[src/rtl/pc_unit_pkg.sv]
// Shared types and constants for the program-counter generator.
package pc_unit_pkg;

    localparam int X_LENGTH = 32;
    localparam int INST_BYTES = 4;
    localparam logic [X_LENGTH-1:0] RESET_VECTOR = 32'h0000_0000;
    localparam logic [X_LENGTH-1:0] MISALIGN_VECTOR = 32'h0000_001C;

    typedef enum logic [2:0] {
        PC_SEL_SEQ,
        PC_SEL_HOLD,
        PC_SEL_REDIRECT,
        PC_SEL_TRAP,
        PC_SEL_MISALIGN
    } pc_sel_t;

endpackage

[src/rtl/pc_next_sel.sv]
// Combinational priority encoder choosing the source of the next PC:
// trap, then redirect (aligned or misaligned), then stall, then sequential.
module pc_next_sel
    import pc_unit_pkg::*;
(
    input  logic       trap_valid,
    input  logic       redirect_valid,
    input  logic [1:0] redirect_lsb,
    input  logic       stall,
    output pc_sel_t    sel
);

    always_comb begin
        sel = PC_SEL_SEQ;
        if (trap_valid) begin
            sel = PC_SEL_TRAP;
        end else if (redirect_valid) begin
            sel = (redirect_lsb == 2'b00) ? PC_SEL_REDIRECT : PC_SEL_MISALIGN;
        end else if (stall) begin
            sel = PC_SEL_HOLD;
        end
    end

endmodule

[src/rtl/pc_unit.sv]
// Program-counter generator feeding the fetch stage, tracking which PC the
// one-cycle-latency ROM output belongs to and whether it is on the correct path.
module pc_unit #(
    parameter int                   X_LENGTH        = pc_unit_pkg::X_LENGTH,
    parameter logic [X_LENGTH-1:0]  RESET_VECTOR    = pc_unit_pkg::RESET_VECTOR,
    parameter logic [X_LENGTH-1:0]  MISALIGN_VECTOR = pc_unit_pkg::MISALIGN_VECTOR
) (
    input  logic                clk,
    input  logic                rst_n,
    output logic [X_LENGTH-1:0] pc,
    input  logic                stall,
    input  logic                redirect_valid,
    input  logic [X_LENGTH-1:0] redirect_target,
    input  logic                trap_valid,
    input  logic [X_LENGTH-1:0] trap_vector,
    output logic [X_LENGTH-1:0] inst_pc,
    output logic                inst_valid,
    output logic                misaligned,
    output logic [X_LENGTH-1:0] misaligned_addr,
    output logic [31:0]         fetch_count
);

    import pc_unit_pkg::*;

    localparam logic [X_LENGTH-1:0] STEP       = X_LENGTH'(INST_BYTES);
    localparam logic [X_LENGTH-1:0] ALIGN_MASK = ~(X_LENGTH'(INST_BYTES - 1));

    pc_sel_t sel;

    logic [X_LENGTH-1:0] pc_q, pc_d;
    logic [X_LENGTH-1:0] inst_pc_q, inst_pc_d;
    logic                inst_valid_q, inst_valid_d;
    logic                misaligned_q, misaligned_d;
    logic [X_LENGTH-1:0] misaligned_addr_q, misaligned_addr_d;
    logic [31:0]         fetch_count_q, fetch_count_d;

    pc_next_sel u_sel (
        .trap_valid     (trap_valid),
        .redirect_valid (redirect_valid),
        .redirect_lsb   (redirect_target[1:0]),
        .stall          (stall),
        .sel            (sel)
    );

    always_comb begin
        pc_d              = pc_q + STEP;
        misaligned_d      = 1'b0;
        misaligned_addr_d = misaligned_addr_q;
        case (sel)
            PC_SEL_TRAP:     pc_d = trap_vector & ALIGN_MASK;
            PC_SEL_REDIRECT: pc_d = redirect_target;
            PC_SEL_MISALIGN: begin
                pc_d              = MISALIGN_VECTOR;
                misaligned_d      = 1'b1;
                misaligned_addr_d = redirect_target;
            end
            PC_SEL_HOLD:     pc_d = pc_q;
            default:         pc_d = pc_q + STEP;
        endcase

        // ROM reads every cycle, so the next output always belongs to the current pc.
        inst_pc_d = pc_q;
        // A stall re-presents the same instruction; a redirect/trap kills the one in flight.
        inst_valid_d = (sel == PC_SEL_HOLD) ? inst_valid_q : ~(trap_valid | redirect_valid);

        fetch_count_d = fetch_count_q;
        if (inst_valid_q && !stall && !trap_valid && !redirect_valid) begin
            fetch_count_d = fetch_count_q + 32'd1;
        end
    end

    always_ff @(posedge clk or negedge rst_n) begin
        if (!rst_n) begin
            pc_q              <= RESET_VECTOR;
            inst_pc_q         <= '0;
            inst_valid_q      <= 1'b0;
            misaligned_q      <= 1'b0;
            misaligned_addr_q <= '0;
            fetch_count_q     <= '0;
        end else begin
            pc_q              <= pc_d;
            inst_pc_q         <= inst_pc_d;
            inst_valid_q      <= inst_valid_d;
            misaligned_q      <= misaligned_d;
            misaligned_addr_q <= misaligned_addr_d;
            fetch_count_q     <= fetch_count_d;
        end
    end

    assign pc              = pc_q;
    assign inst_pc         = inst_pc_q;
    assign inst_valid      = inst_valid_q;
    assign misaligned      = misaligned_q;
    assign misaligned_addr = misaligned_addr_q;
    assign fetch_count     = fetch_count_q;

endmodule

[config.mk]
export PLATFORM = sky130hd
export DESIGN_NAME = pc_unit
export DESIGN_NICKNAME = d
export VERILOG_FILES = /design/src/rtl/pc_unit_pkg.sv /design/src/rtl/pc_next_sel.sv /design/src/rtl/pc_unit.sv
export SDC_FILE = /design/constraint.sdc
export NUM_CORES = 1
export LEC_CHECK = 0
export CORE_MARGIN = 2
export CORE_UTILIZATION = 45
export DETAILED_ROUTE_END_ITERATION = 10
export HOLD_SLACK_MARGIN = 0.05
export PLACE_DENSITY = 0.78
export RECOVER_POWER = 50
export REMOVE_ABC_BUFFERS = 1
export SKIP_CTS_REPAIR_TIMING = 1
export SYNTH_ARGS = -nofsm -noshare
export SYNTH_HDL_FRONTEND = slang
export SYNTH_HIERARCHICAL = 1
export SYNTH_SLANG_ARGS = --single-unit
[constraint.sdc]
create_clock -name clk -period 2.5 [get_ports clk]
set_clock_uncertainty 0.2 [all_clocks]
set_input_delay 0.25 -clock clk [delete_from_list [all_inputs] [get_ports clk]]
set_output_delay 0.25 -clock clk [all_outputs]
set_load 0.05 [all_outputs]
Word level (Yosys, flattened, before mapping)
Cells that the tools add are included.

Register bits after elaboration: 130. Bits of input ports: 69. Output and inout bits: 130. Logic and storage cells: 27.

Add/subtract/negate cells: 2. Eq/ne operators: 4. Mux-type cells: 6. Bitwise logic cells: 2. Reduce and logical (&&, ||, !) cells: 7.

Operator list (number): $pmux W32 S4 (1); $add A32 B1 Y32 const B (1); $add A32 B3 Y32 const B (1); $mux W3 (3); $eq A3 B2 Y1 const B (2); $eq A3 B1 Y1 const B (1); $eq A3 B3 Y1 const B (1); $logic_and A1 B1 Y1 (3); $logic_not A1 Y1 (3); $logic_not A2 Y1 (1); $mux W1 (2); $not A1 Y1 (1); $or A1 B1 Y1 (1).

Longest topological paths before layout
Depth after elaboration: 6. Mapped depth: 11. Gate-level depth less buffers: 8.

Hierarchy
Netlist, hierarchy kept.

Modules (own cells, without submodules): pc_unit (instances 1, cells each 615, area an instance 5980.7 sq um); pc_next_sel (instances 1, cells each 5, area an instance 35.0 sq um).

Worst setup path before layout
OpenSTA, ideal clock, no wires.

Path kind: reg-to-reg. Start: register pc_q[2] (netlist: pc[2]). End: register pc_q[30] (netlist: pc[30]). Data arrival time: 2122 ps. Required time: 2169 ps. Slack: 47 ps. Stages on the path, launching flop included: 7. Buffers on the path: 0. Clock period less this slack: 2453 ps. Cells stage by stage: dfrtp_1 -> ha_1 -> nand3_1 -> nor2_1 -> nand4_1 -> and3_1 -> or3_1.

Cells in the longest elaborated chain, start to end: 2.

Ends and longest elaborated chain: start: declaration (line pc_unit.sv:30) `logic [X_LENGTH-1:0] pc_q, pc_d;`; start signal: assignment (line pc_unit.sv:81) `pc_q <= pc_d;`; $add A32 B3 Y32 (line pc_unit.sv:58) `default: pc_d = pc_q + STEP;`; $pmux W32 S4 (line pc_unit.sv:49) `case (sel)`.

No other way between the ends. A chain may end at the register's enable or synchronous reset.

Worst setup path after layout
Start: input trap_valid. End: register misaligned_addr_q[17] (netlist: misaligned_addr[17]).

Cells in the longest elaborated chain, start to end: 2.

Ends and longest elaborated chain: start: declaration (line pc_unit.sv:14) `input logic trap_valid,`; $mux W3 (line pc_next_sel.sv:15) `if (trap_valid) begin`; named net sel[0] (line pc_unit.sv:28) `pc_sel_t sel;`; $eq A3 B3 Y1 (line pc_unit.sv:49); end signal: assignment (line pc_unit.sv:85) `misaligned_addr_q <= misaligned_addr_d;`; end: declaration (line pc_unit.sv:34) `logic [X_LENGTH-1:0] misaligned_addr_q, misaligned_addr_d;`.

The timed path passes the listed nets, and every way through them passes these cells.

==> metrics.txt <==
critical path's slowest cell dlygate4sd3_1; clock buffer count from CTS 17; most used cell, CP nand2_1; synthesized area 0.00602 mm2; sequential fraction of the synthesis area 0.541; Yosys cell types 59; layout cells sized above 1 0.114; setup tns final 0 ps; combinational group share of total power 0.361; fmax 424 MHz; vias per cell 5.45; DPL Wire Length 14000 um; xor and xnor area share after synthesis 0.0480; register bit total from synthesis 130; die area 0.0143 mm2; clock sink count 130; post-layout util 0.696; Peak VDD IR 525 uV; Skew-Pair Late Insertion Delay 420 ps; CP Class primary input to flip-flop; final instance area 0.00915 mm2; worst-margin pin slew 865 ps; buffer levels on the longest clock path 2; vias in the first global route 5843; register area 0.00325 mm2; CP Max Fanout 15; Slew Limit Fails 0; synth-to-layout area growth 52.0%; fill cell count 1008; IO Count 199; Post-DP Area 0.00862 mm2; unrepaired setup endpoints after global routing no; fraction of registers with async set/reset 1.00; Die Y-Extent 120 um; placed cell count 1031; row cnt 42; number of diodes 0; top cell type's share of synthesized area 0.541; Critical Path Max Stage Delay 610 ps; CP Cell Sequence dlygate4sd3_1 > a21o_1 > or3b_1 > inv_1 > clkbuf_1 > nand2_1 > nand2_1; Syn Inst Count 620; MaxCap Viol Count 0; All-Layer GR Usage 0.265; initial antenna violation count 0; Core Region 0.0131 mm2; Clock power frac 0.298; Leak Pwr 4.05 nW; CP Data Required Time 2660 ps; Power Internal 4.96 mW; Flop pwr share 0.341; wire per inst 17.5 um; CP Launch Type primary input; largest family of logic cells by synthesized area simple AND/OR/NAND/NOR gates; final hold violation count 0; Ys Warns 6; Starting Density 0.458; global route total overflow 0; via count 5798; Root Driver clkbuf_16; Post-Syn Area per Cell 9.70 um2; antenna-violating nets left 0; Synth Area in Compound Gates 0.141; status finished, final reports clean; cells taking the most area after synthesis dfrtp_1 (54%), nand2_1 (8.2%), xnor2_1 (3.1%); post-route insts no fill 1064; area of the multi-input gates 0.00260 mm2; EDFF count, synth 0; Worst Path Arrival 2510 ps; drt drc 0; largest area contributor in the netlist dfrtp_1; NumNets Final 946; Starting DRT DRC Count 465; final setup fails 0; H-Tree Depth 4; dpl ws -108 ps; DRT Wirelength 18600 um; die width 120 um; Clk pin slew, worst setup/hold paths 60 ps; routability congestion estimate 0.907; Pre-Repair DR Iteration Count 7; largest net degree at the start of global routing 67; Final WS setup 143 ps; Sw Ratio 0.386; slew margin rel. 0.423; fin crit share 0.943; worst min-delay path class primary input to async pin; Post-Synth Simple-Gate Area 0.223; Port Buffer Count 196; post-synthesis adder-cell area fraction 0.00416; post-synthesis mux area share 0.0139; crit path capture type flip-flop; cell count of the worst reg-to-reg path 5; global-route wire length before repair 29800 um; CTS tree yes; post-layout min period 2360 ps; pwr/cell area 882 mW/mm2; net switching power 3.11 mW; Top FF cell, synth dfrtp_1
final cells by class:
| class | instances | area share |
|---|---|---|
| Clock buffer | 22 | 0.0508 |
| Timing Repair Buffer | 264 | 0.267 |
| Sequential cell | 130 | 0.356 |
| Tap cell | 176 | 0.0241 |
| Clock inverter | 10 | 0.0118 |
| Inverter | 16 | 0.00657 |
| Multi-Input combinational cell | 446 | 0.284 |
Yosys cell counts, types with 8 or more instances:
master and n:
nand2_1 131, clkbuf_1 19, dfrtp_1 130, o21ai_0 25, nand4_1 17, inv_1 15
nor2_1 31, xnor2_1 21, a21o_1 12, nor3_1 28, a22o_1 12, nand3_1 20
and3_1 8, o22ai_1 9, xor2_1 12, a21oi_1 27
cells by family (layout without fill, tap and decap cells):
kind of cell | count (synthesis) | count (layout)
buf+inv | 44 | 312
flops | 130 | 130
mux | 8 | 8
xor+xnor | 33 | 33
compound gates | 127 | 127
fa+ha+maj | 2 | 2
simple gates | 276 | 276
worst paths after layout:
check / start / end / slack, ps
max: trap_valid / misaligned_addr[17] / 140
min: rst_n / fetch_count[11] / 200
max reg2reg: fetch_count[13] / fetch_count[27] / 240
min reg2reg: pc[31] / inst_pc[31] / 230
max in group asynchronous: rst_n / pc[19] / 690
min in group clk: redirect_target[7] / misaligned_addr[7] / 200
registers in the layout (all words and copies together), names as in the netlist:
name and flops:
fetch_count 32, inst_pc 32, inst_valid 1, misaligned 1, misaligned_addr 32, pc 32
placed cells by master, fill, tap and decap left out, types with 4 or more instances in the layout:
master	count
a21o_1	12
a21oi_1	27
a22o_1	12
a31oi_1	7
and3_1	8
buf_4	48
clkbuf_1	17
clkbuf_16	17
clkdlybuf4s50_1	180
clkinv_2	6
dfrtp_1	130
dlygate4sd3_1	16
inv_1	16
mux2i_1	5
nand2_1	131
nand2b_1	7
nand3_1	20
nand4_1	17
nor2_1	30
nor2b_1	5
nor3_1	28
nor4_1	4
o21a_1	7
o21ai_0	25
o22ai_1	9
xnor2_1	21
xor2_1	12
power by group through the flow:
stage                     clock [mW]  sequential, mW  combinational, mW
after floorplan                    0            3.99              0.483
after global placement             0            2.77               2.90
after detailed placement           0            2.79               2.94
after CTS                       2.43            2.75               2.95
after global routing            2.52            2.80               3.05
final                           2.41            2.75               2.91
metrics by stage:
| step | power [mW] | hold WS [ps] |
|---|---|---|
| final | 8.07 | 195 |
| after global routing | 8.37 | 218 |
| after CTS | 8.13 | -360 |
| after detailed placement | 5.72 | 83.5 |
| after global placement | 5.67 | 76.1 |
| after floorplan | 4.47 | -246 |
routing by layer:
metal | up-vias | part of all wire | track usage
li1 | 2711 | - | -
met1 | 2801 | 0.41 | 0.344
met2 | 239 | 0.49 | 0.430
met3 | 47 | 0.063 | 0.0547
met4 | 0 | 0.031 | 0.121
met5 | - | 0 | 0
critical path: cells and delay by family:
family	cells	cell delay [ps]
buf+inv	3	1410
simple gates	3	630
compound gates	1	210
(Power assumes the default switching activity.)
